<file path="src/rtl/fb_write_arbiter.sv">
// Round-robin arbiter sharing the LCD frame RAM write port between the renderer (0)
// and the waveform plotter (1). Define FB_ARB_FIXED_PRIORITY_EN for fixed priority to 0.
module fb_write_arbiter #(
  parameter int ADDR_W    = 10,
  parameter int DATA_W    = 8,
  parameter int MAX_BURST = 16
) (
  input  logic              clk,
  input  logic              rst,
  input  logic              req0,
  input  logic              req1,
  input  logic [ADDR_W-1:0] addr0,
  input  logic [ADDR_W-1:0] addr1,
  input  logic [DATA_W-1:0] data0,
  input  logic [DATA_W-1:0] data1,
  output logic              gnt0,
  output logic              gnt1,
  output logic              ack0,
  output logic              ack1,
  output logic [ADDR_W-1:0] ram_wr_addr,
  output logic [DATA_W-1:0] ram_wr_data,
  output logic              ram_wren,
  output logic              busy
);

  localparam int CNT_W = $clog2(MAX_BURST + 1);
  localparam logic [CNT_W-1:0] CNT_MAX = CNT_W'(MAX_BURST);

  localparam logic [1:0] ST_IDLE = 2'd0;
  localparam logic [1:0] ST_G0   = 2'd1;
  localparam logic [1:0] ST_G1   = 2'd2;

  logic [1:0]        state_q, state_d;
  logic [CNT_W-1:0]  count_q, count_d;
  logic              gnt0_q, gnt0_d;
  logic              gnt1_q, gnt1_d;
  logic              wren_q, wren_d;
  logic              busy_q, busy_d;
  logic [ADDR_W-1:0] waddr_q, waddr_d;
  logic [DATA_W-1:0] wdata_q, wdata_d;

  logic [CNT_W-1:0]  cnt_inc;
  logic              at_limit;
  logic              rel0, rel1;
  logic [1:0]        tie_st, rel0_st, rel1_st;

  assign ack0 = gnt0_q & req0;
  assign ack1 = gnt1_q & req1;

  assign cnt_inc  = count_q + CNT_W'(1);
  assign at_limit = (cnt_inc == CNT_MAX);
  assign rel0     = (state_q == ST_G0) && (!req0 || (ack0 && at_limit));
  assign rel1     = (state_q == ST_G1) && (!req1 || (ack1 && at_limit));

`ifdef FB_ARB_FIXED_PRIORITY_EN
  // Requester 0 always wins; a limit release with req0 still high re-grants it.
  assign tie_st  = ST_G0;
  assign rel0_st = req0 ? ST_G0 : (req1 ? ST_G1 : ST_IDLE);
  assign rel1_st = req0 ? ST_G0 : ST_IDLE;
`else
  logic last_q, last_d;

  assign tie_st  = last_q ? ST_G0 : ST_G1;
  assign rel0_st = req1 ? ST_G1 : ST_IDLE;
  assign rel1_st = req0 ? ST_G0 : ST_IDLE;

  always_comb begin
    last_d = last_q;
    if (rel0) begin
      last_d = 1'b0;
    end else if (rel1) begin
      last_d = 1'b1;
    end else begin
      last_d = last_q;
    end
  end

  // Reset value 1 lets requester 0 win the first tie.
  always_ff @(posedge clk or posedge rst) begin
    if (rst) begin
      last_q <= 1'b1;
    end else begin
      last_q <= last_d;
    end
  end
`endif

  always_comb begin
    state_d = state_q;
    count_d = count_q;
    wren_d  = 1'b0;
    waddr_d = waddr_q;
    wdata_d = wdata_q;
    case (state_q)
      ST_IDLE: begin
        if (req0 && req1) begin
          state_d = tie_st;
        end else if (req0) begin
          state_d = ST_G0;
        end else if (req1) begin
          state_d = ST_G1;
        end else begin
          state_d = ST_IDLE;
        end
      end
      ST_G0: begin
        if (ack0) begin
          wren_d  = 1'b1;
          waddr_d = addr0;
          wdata_d = data0;
          count_d = cnt_inc;
        end else begin
          count_d = count_q;
        end
        if (rel0) begin
          count_d = '0;
          state_d = rel0_st;
        end else begin
          state_d = ST_G0;
        end
      end
      ST_G1: begin
        if (ack1) begin
          wren_d  = 1'b1;
          waddr_d = addr1;
          wdata_d = data1;
          count_d = cnt_inc;
        end else begin
          count_d = count_q;
        end
        if (rel1) begin
          count_d = '0;
          state_d = rel1_st;
        end else begin
          state_d = ST_G1;
        end
      end
      default: begin
        state_d = ST_IDLE;
        count_d = '0;
      end
    endcase
  end

  assign gnt0_d = (state_d == ST_G0);
  assign gnt1_d = (state_d == ST_G1);
  assign busy_d = (state_d != ST_IDLE);

  // Async reset kills any in-flight write strobe immediately.
  always_ff @(posedge clk or posedge rst) begin
    if (rst) begin
      state_q <= ST_IDLE;
      count_q <= '0;
      gnt0_q  <= 1'b0;
      gnt1_q  <= 1'b0;
      wren_q  <= 1'b0;
      busy_q  <= 1'b0;
      waddr_q <= '0;
      wdata_q <= '0;
    end else begin
      state_q <= state_d;
      count_q <= count_d;
      gnt0_q  <= gnt0_d;
      gnt1_q  <= gnt1_d;
      wren_q  <= wren_d;
      busy_q  <= busy_d;
      waddr_q <= waddr_d;
      wdata_q <= wdata_d;
    end
  end

  assign gnt0        = gnt0_q;
  assign gnt1        = gnt1_q;
  assign ram_wren    = wren_q;
  assign ram_wr_addr = waddr_q;
  assign ram_wr_data = wdata_q;
  assign busy        = busy_q;

endmodule

</file>
<file path="config.mk">
export PLATFORM = sky130hd
export DESIGN_NAME = fb_write_arbiter
export DESIGN_NICKNAME = d
export VERILOG_FILES = /design/src/rtl/fb_write_arbiter.sv
export SDC_FILE = /design/constraint.sdc
export NUM_CORES = 1
export LEC_CHECK = 0
export BUFFER_PORTS_ARGS = -buffer_cell sky130_fd_sc_hd__buf_2
export CAP_MARGIN = 20
export CORE_ASPECT_RATIO = 0.6
export CORE_UTILIZATION = 48
export CTS_CLUSTER_DIAMETER = 120
export CTS_CLUSTER_SIZE = 8
export DETAILED_ROUTE_END_ITERATION = 7
export PLACE_DENSITY_LB_ADDON = 0.05
export SLEW_MARGIN = 20
export SYNTH_ARGS = -nofsm -noshare
export SYNTH_HDL_FRONTEND = slang
export SYNTH_SLANG_ARGS = --single-unit
</file>
<file path="constraint.sdc">
create_clock -name clk -period 2.3 [get_ports clk]
set_input_delay 0.115 -clock clk [delete_from_list [all_inputs] [get_ports clk]]
set_output_delay 0.115 -clock clk [all_outputs]
set_load 0.02 [all_outputs]
</file>
==> impl_metrics.ini, run 1 <==
[synthesis]
ys_warn_count = 0
seq_area_frac_synth_pct = 46.4
synth_compound_area_share_pct = 16.9
async_reset_ff_share_pct = 100
synthMuxAreaShare_pct = 11.8
synth_edf_count = 0
synth_fa_ha_area_share_pct = 4.64
syn_nets = 207
avgSynthCellArea_um2 = 10.1
yosysMostFrequentCell = dfrtp_1
synthCells = 161
yosys.area.top_type_share_pct = 44.8
synth_simple_gate_area_share_pct = 16.0
synth_xor_area_share_pct = 0.541
synthFlopType = dfrtp_1
synth_cell_type_count = 37
synth_top_area_cell = dfrtp_1
synth_area_um2 = 1620
ys_ff_latch = 30
synthTopCellsByCount = dfrtp_1 (29), nor2_1 (22), a21oi_1 (20)
ys_top_cells_by_area = dfrtp_1 (45%), mux2i_1 (11%), a21oi_1 (6.2%), nor2_1 (5.1%), ha_1 (4.6%)
synth_top_family_by_area = compound AO/OA/AOI/OAI gates

[sta]
finClkSkew_ns = 0.00374
slew_headroom_pct = 71.5
worst_pin_slew_ns = 0.425
setup_viol = 0
slew_viol_final = 0
fin_crit_ns = 2.11
fmax_ghz = 0.473
rsz0062_at_grt = false
min_period_over_period_pct = 91.9
finalHoldViolCount = 0
fin_setup_tns_ns = 0
whs_ns = 0.127

[run]
drv_cap = 0

[routing]
antenna_left = 0
drc = 0
dr.pass1.iters = 4
wl_per_cell_um = 14.5
via_per_inst = 5.21
vias = 1411
drtIter0Drc = 74
routed_wl_mm = 3.92

[floorplan]
die_area_um2 = 3620
die_h_um = 47.0
coreArea_um2 = 3040
num_rows = 15
io_pins = 64
fp.dieW_um = 77.0
start_util_pct = 53.3

[global_routing]
grt_pass1_wl_mm = 5.78
overflow = 0
grt_pass1_vias = 1305
grt.total_usage_pct = 21.8
antenna_found_initial = 0
grt_max_degree = 37

[clock_network]
cts.sinks = 30
cts_tree = built
clock_path_buffers = 2
cts_buffers = 5
clk_pin_slew_ns = 0.06
htree_num_levels = 2
clock_latency_ns = 0.28
cts-root-buf = clkbuf_8

[setup_path]
critical_path_arrival_ns = 2.32
timing.rr.start = count_q[0]
crit_type = reg -> reg
critPathMaxFanout = 6
start_kind = flop
worst_ep_required_time_ns = 2.50
startpoint = count_q[0]
cp-end-kind = flop

[place]
port_buffers = 63
gp_congestion = 0.919
dp_hpwl_mm = 2.93
dp.cells = 262
place_area_um2 = 1980

[final_layout]
final_cells = 271
final_area_um2 = 2100
syn_to_final_growth_pct = 29.9
antennaDiodeCount = 0
layout-drive-gt1-share_pct = 36.2
fillCellCount = 260
final_nets = 274

[power]
p_total_mw = 2.82
power.density_nw_per_um2 = 1340
leakagePower_nw = 1.01
ir_drop_mv = 0.695

[hold_path]
hp-class = in -> reg
hold_start = req1

[run_status]
status = complete, no violations
-- per-layer routing --
layer	track usage (%)	vias up	part of all wire (%)
met3	6.02	4	7.2
li1	-	697	-
met1	26.1	650	43
met5	0	-	0
met4	6.79	0	1.1
met2	40.4	60	49
-- final timing paths --
| path | end | depth (start not counted) | slack [ns] |
|---|---|---|---|
| setup / recovery | gnt0 | 6 | 0.19 |
| max in group asynchronous | last_q | 4 | 1.53 |
| hold / removal | state_q[1] | 3 | 0.13 |
| min in group asynchronous | busy | 4 | 0.46 |
| hold reg to reg | last_q | 2 | 0.53 |
| setup reg to reg | gnt0 | 6 | 0.19 |
-- cells in the final DEF (no fill, tap or decap), types with 2 or more instances in the layout --
cell type	netlist	final
a21oi_1	20	20
nor2_1	22	22
a22o_1	2	2
clkbuf_8	0	5
o21ai_0	4	4
mux2i_1	18	18
buf_4	0	3
nand2_1	7	7
ha_1	6	6
and2_1	2	2
nor2b_1	3	3
inv_1	7	7
clkinv_2	0	2
dfrtp_1	29	29
nor3_1	4	4
and3b_1	2	2
buf_2	5	63
nand3_1	7	7
-- what timing repair did --
action                                  CTS  global route
hold buffers                              1             0
endpoints found under the setup margin    0             1
gates resized for setup                   0             1
setup buffers                             0             0
hold endpoints to repair                 29             0
-- worst max-delay path, stage by stage (launching register included) --
cell	delay, ns
dfrtp_1	0.45
ha_1	0.29
nand3_1	0.19
xor2_2	0.22
o31a_1	0.32
o41ai_4	0.36
nor3b_2	0.22
-- final cells by class --
class | instances | area [µm²] | area share [%]
Tap cell | 42 | 52.6 | 2.50
Sequential cell | 30 | 752 | 35.8
Clock inverter | 3 | 40.0 | 1.90
Timing Repair Buffer | 67 | 348 | 16.5
Clock buffer | 5 | 68.8 | 3.27
Multi-Input combinational cell | 117 | 816 | 38.8
Inverter | 7 | 26.3 | 1.25
-- report_power, final --
part | total, mW | internal, mW | switching [mW] | leakage [nW]
Combinational | 1.40 | 0.537 | 0.866 | 0.594
Sequential | 0.906 | 0.757 | 0.149 | 0.355
Clock | 0.511 | 0.318 | 0.193 | 0.0579
Total | 2.82 | 1.61 | 1.21 | 1.01
-- cells by family (layout without fill, tap and decap cells) --
| logic type | count (synthesis) | after routing |
|---|---|---|
| adder cells (fa/ha/maj) | 6 | 6 |
| buffers and inverters | 14 | 82 |
| multiplexers | 19 | 19 |
| AO/OA/AOI/OAI | 38 | 38 |
| AND/OR/NAND/NOR | 53 | 53 |
| flip-flops | 30 | 30 |
| XOR/XNOR | 1 | 1 |
-- registers in the layout (all words and copies together), names as in the netlist --
register	flops
state_q	2
last_q	1
ram_wr_addr	10
busy	1
gnt1	1
ram_wren	1
gnt0	1
count_q	5
ram_wr_data	8
-- through the flow --
stage	worst slack, ns	util [%]
after floorplan	0.362	-
after global placement	0.284	65.0
after detailed placement	0.212	65.0
after CTS	0.165	68.9
after global routing	0.0593	69.2
final	0.187	69.2
Power figures use the tool's default switching activity.
==> run 2, diff against run 1 <==
BUFFER_PORTS_ARGS = unset   (was -buffer_cell sky130_fd_sc_hd__buf_2)
CORE_UTILIZATION = 55   (was 48)
DONT_BUFFER_PORTS = 1   (was unset)
==> run 2 against run 1 <==
Against the previous run: die area fell by 12%; worst hold slack got worse by 0.11 ns; clock power fell by 18%; combinational power fell by 33%; flip-flop and latch count did not move; critical endpoint unchanged; largest power group is now registers.
==> impl_metrics.ini, run 2 (same netlist as run 1, synthesis figures left out) <==
[setup_path]
cp-end-kind = flop
reg2reg_slack_ns = 0.14
timing.rr.start = count_q[1]
critPathMaxFanout = 6
path_cells = ha_2 -> nand3_1 -> xor2_2 -> o31a_1 -> o41ai_4 -> nor3b_2
worst_ep_required_time_ns = 2.49
r2r_end = gnt0
critical_path_arrival_ns = 2.35
cpPeakStageDelay_ns = 0.44
crit_slowest_cell = dfrtp_1
start_kind = flop
crit_type = reg -> reg
crit_family = compound AO/OA/AOI/OAI gates
path_buf_inv = 0
r2r_cells = 6

[place]
port_buffers = 0
gp_congestion = 0.916
pre_cts_slack_ns = 0.0793
dp_hpwl_mm = 2.67

[floorplan]
num_rows = 14
fp.dieW_um = 72.0
start_util_pct = 61.2
coreArea_um2 = 2650
io_pins = 64
die_area_um2 = 3170
die_h_um = 44.0

[power]
leakagePower_nw = 0.750
p_comb_share_pct = 37.2
ir_drop_mv = 0.709
p_clk_share_pct = 16.6
power_switching_mw = 1.14
power.share.sequential_pct = 46.2
p_sw_share_pct = 45.1
power.density_nw_per_um2 = 1420
p_int_mw = 1.39

[clock_network]
cts_buffers = 5
clock_path_buffers = 2
clock_latency_ns = 0.27
htree_num_levels = 2
cts-root-buf = clkbuf_8
cts_tree = built
clk_pin_slew_ns = 0.06
cts.sinks = 30

[sta]
worst_pin_slew_ns = 0.676
rsz0062_at_grt = false
fin_setup_tns_ns = 0
finClkSkew_ns = 0.00274
setup_ws_ns = 0.137
setup_viol = 0
slew_viol_final = 0
slew_headroom_pct = 54.9
finalHoldViolCount = 0
fmax_ghz = 0.462
fin_crit_ns = 2.16
min_period_over_period_pct = 94.0

[global_routing]
overflow = 0
grt_pass1_wl_mm = 5.38
grt_busiest_layer = met2
grt_pass1_vias = 1153
met2_usage_pct = 38.7
use_met1_pct = 30.7
grt.total_usage_pct = 23.5
met3_usage_pct = 6.83
grt_max_degree = 37
antenna_found_initial = 0

[final_layout]
final_common_cell = dfrtp_1
layout-drive-gt1-share_pct = 12.6
largest_reg_flops = 10
fillCellCount = 220
syn_to_final_growth_pct = 10.0
antennaDiodeCount = 0
final_cell_mix = dfrtp_1 (28), nor2_1 (22), a21oi_1 (20)
final_nets = 212

[hold_path]
hold_start = req0
hp-class = in -> reg
min_to = ram_wren
whs_path_depth = 2

[run]
drv_cap = 0

[routing]
antenna_left = 0
routed_wl_mm = 3.57
dr.pass1.iters = 6
drtIter0Drc = 58
vias = 1240
via_per_inst = 5.99
wl_per_cell_um = 17.2
drc = 0

[run_status]
status = complete, no violations
## run 2: cell count changes in the layout (fill, tap and decap cells not counted), sizes merged
cell	previous run	this run
buf	66	3
clkbuf	5	7
bufinv	1	0
clkinv	2	1
dlygate4sd3	1	2
## run 2: power groups by stage
stage | logic, mW | clock network, mW | registers (mW)
floorplan | 0.776 | 0 | 1.11
global placement | 0.883 | 0 | 1.16
detailed placement | 0.940 | 0 | 1.17
CTS | 0.943 | 0.431 | 1.16
global route | 1.05 | 0.452 | 1.19
finish | 0.942 | 0.419 | 1.17
## run 2: worst max-delay path by stage
stage,slack (ns),cells past startpoint,endpoint,from
2_1_floorplan,0.36,6,gnt0,count_q[0]
3_3_place_gp,0.28,6,gnt0,count_q[0]
3_5_place_dp,0.08,6,gnt0,count_q[0]
4_1_cts,0.07,6,gnt0,count_q[0]
5_1_grt,0.03,6,gnt0,count_q[1]
6_report,0.14,6,gnt0,count_q[1]
## run 2: cell type report
| type | instances | area [µm²] | area share, % |
|---|---|---|---|
| Clock buffer | 7 | 86.3 | 4.85 |
| Clock inverter | 1 | 5.00 | 0.281 |
| Inverter | 7 | 26.3 | 1.47 |
| Multi-Input combinational cell | 117 | 818 | 45.9 |
| Sequential cell | 30 | 753 | 42.3 |
| Tap cell | 40 | 50.0 | 2.81 |
| Timing Repair Buffer | 5 | 42.5 | 2.39 |
## run 2: what timing repair did
action / in CTS / in global routing
hold endpoints to repair: 19 / 0
buffers inserted: 0 / 0
resized for setup: 0 / 3
setup endpoints to repair: 0 / 3
hold buffers: 2 / 0
## run 2: per-layer routing
layer | part of all wire [%] | vias up
li1 | - | 576
met1 | 45 | 615
met2 | 49 | 47
met5 | 0 | -
met3 | 6.2 | 2
met4 | 0.28 | 0
## run 2: through the flow
stage	utilization, %	cell area (µm²)	hold slack (ns)	instances	total power [mW]
after floorplan	-	1620	0.205	161	1.89
after global placement	62.7	1660	0.131	197	2.05
after detailed placement	62.7	1660	0.150	197	2.11
after CTS	66.9	1770	0.00859	207	2.54
after global routing	67.4	1780	0.0190	207	2.70
final	67.4	1780	0.0143	207	2.53
==> run 3, diff against run 2 <==
CELL_PAD_IN_SITES_DETAIL_PLACEMENT = 1   (was unset)
CELL_PAD_IN_SITES_GLOBAL_PLACEMENT = 1   (was unset)
CORE_UTILIZATION = 46   (was 55)
PLACE_DENSITY_LB_ADDON = 0.2   (was 0.05)
==> run 3 against run 2 <==
Against the previous run: sequential power barely moved; worst setup slack better by 0.021 ns; via count decreased by 1.9%; worst hold slack better by 0.0082 ns; clock skew increased by 0.0035 ns; largest power group unchanged; utilization fell by 13 points; sequential share of layout area decreased by 0.28 points.
==> impl_metrics.ini, run 3 (same netlist as run 1, synthesis figures left out) <==
[final_layout]
final_common_cell = dfrtp_1
final_nets = 212
syn_to_final_growth_pct = 10.6
final_cell_mix = dfrtp_1 (29), nor2_1 (22), a21oi_1 (20)
largest_reg_flops = 10
antennaDiodeCount = 0
layout-drive-gt1-share_pct = 12.6
fin_util_pct = 54.2
final_area_um2 = 1790
fillCellCount = 377

[sta]
slew_viol_final = 0
setup_viol = 0
finClkSkew_ns = 0.00621
finalHoldViolCount = 0
fin_setup_tns_ns = 0
fin_crit_ns = 2.14
slew_headroom_pct = 70.6
whs_ns = 0.0225
fmax_ghz = 0.467
min_period_over_period_pct = 93.1
setup_ws_ns = 0.158
rsz0062_at_grt = false
worst_pin_slew_ns = 0.437

[global_routing]
grt_pass1_wl_mm = 5.64
grt_pass1_vias = 1138
grt_max_degree = 37
grt.total_usage_pct = 20.5
antenna_found_initial = 0
overflow = 0

[floorplan]
start_util_pct = 49.0
die_area_um2 = 3770
coreArea_um2 = 3300
io_pins = 64
num_rows = 16
fp.dieW_um = 78.6
die_h_um = 48.0

[setup_path]
crit_family = compound AO/OA/AOI/OAI gates
critical_path_arrival_ns = 2.34
critPathMaxFanout = 6
path_buf_inv = 0
crit_slowest_cell = dfrtp_1
start_kind = flop
path_cells = ha_2 -> nand3_1 -> xor2_2 -> o31a_1 -> o41ai_4 -> nor3b_2
cpPeakStageDelay_ns = 0.45
worst_ep_required_time_ns = 2.50
cp-end-kind = flop
crit_type = reg -> reg

[power]
p_clk_share_pct = 16.9
p_comb_share_pct = 37.4
power_switching_mw = 1.16
p_int_mw = 1.39
ir_drop_mv = 0.566
leakagePower_nw = 0.751
power.share.sequential_pct = 45.8
power.density_nw_per_um2 = 1420
p_sw_share_pct = 45.6

[routing]
wl_met3_um = 227
drc = 0
via_per_inst = 5.74
routed_wl_mm = 3.69
drtIter0Drc = 40
antenna_left = 0
m1WireLength_mm = 1.75
vias = 1216
top_layer = met4
wl_per_cell_um = 17.4
dr.pass1.iters = 4
wl_met2_mm = 1.70

[clock_network]
cts_tree = built
cts.sinks = 30
cts_buffers = 5
cts_setup_buffers = 0
clock_path_buffers = 2
clk_pin_slew_ns = 0.06
htree_num_levels = 2
cts-root-buf = clkbuf_8
clock_latency_ns = 0.27

[run]
drv_cap = 0

[hold_path]
hp-class = in -> reg

[place]
dp_hpwl_mm = 2.80
port_buffers = 0
place_area_um2 = 1670
gp_congestion = 0.918
pre_cts_slack_ns = 0.111

[run_status]
status = complete, no violations
run 3: timing repair:
action | CTS | global route
hold buffers | 2 | 0
gates resized for setup | 0 | 2
hold endpoints to repair | 32 | 0
endpoints found under the setup margin | 0 | 3
run 3: worst reg2reg max path, cell delays in order, from the launching register on:
cell and delay, ns:
dfrtp_1 0.45, ha_2 0.28, nand3_1 0.18, xor2_2 0.22
o31a_1 0.33, o41ai_4 0.38, nor3b_2 0.22
run 3: per-stage QoR:
stage          cells  power [mW]
2_1_floorplan    161        1.89
3_3_place_gp     202        2.05
3_5_place_dp     202        2.14
4_1_cts          212        2.58
5_1_grt          212        2.74
6_report         212        2.55
run 3: layer usage:
metal | vias up | global-route usage, %
met4 | 0 | 4.44
met5 | - | 0
met2 | 45 | 32.2
li1 | 577 | -
met1 | 592 | 28.4
met3 | 2 | 6.29
run 3: power by group through the flow:
stage / Sequential (mW) / Combinational [mW] / Clock, mW
floorplan: 1.11 / 0.776 / 0
global placement: 1.16 / 0.890 / 0
detailed placement: 1.18 / 0.960 / 0
CTS: 1.17 / 0.966 / 0.446
global route: 1.20 / 1.07 / 0.472
finish: 1.17 / 0.952 / 0.430
run 3: area by class of cell:
class                           instances  area, µm²  share of cell area, %
Multi-Input combinational cell        117        818                   45.7
Sequential cell                        30        752                   42.0
Clock buffer                            6       82.6                   4.61
Tap cell                               45       56.3                   3.14
Timing Repair Buffer                    5       42.5                   2.38
Inverter                                7       26.3                   1.47
Clock inverter                          2       12.5                  0.699
run 3: final timing paths:
| check | startpoint | endpoint | slack [ns] | depth (start not counted) |
|---|---|---|---|---|
| setup / recovery | count_q[1] | gnt0 | 0.16 | 6 |
| setup reg to reg | count_q[1] | gnt0 | 0.16 | 6 |
| hold reg to reg | last_q | last_q | 0.54 | 2 |
| min in group asynchronous | rst | gnt1 | 0.36 | 3 |
| hold / removal | req0 | gnt0 | 0.02 | 2 |
| max in group asynchronous | rst | last_q | 1.64 | 3 |
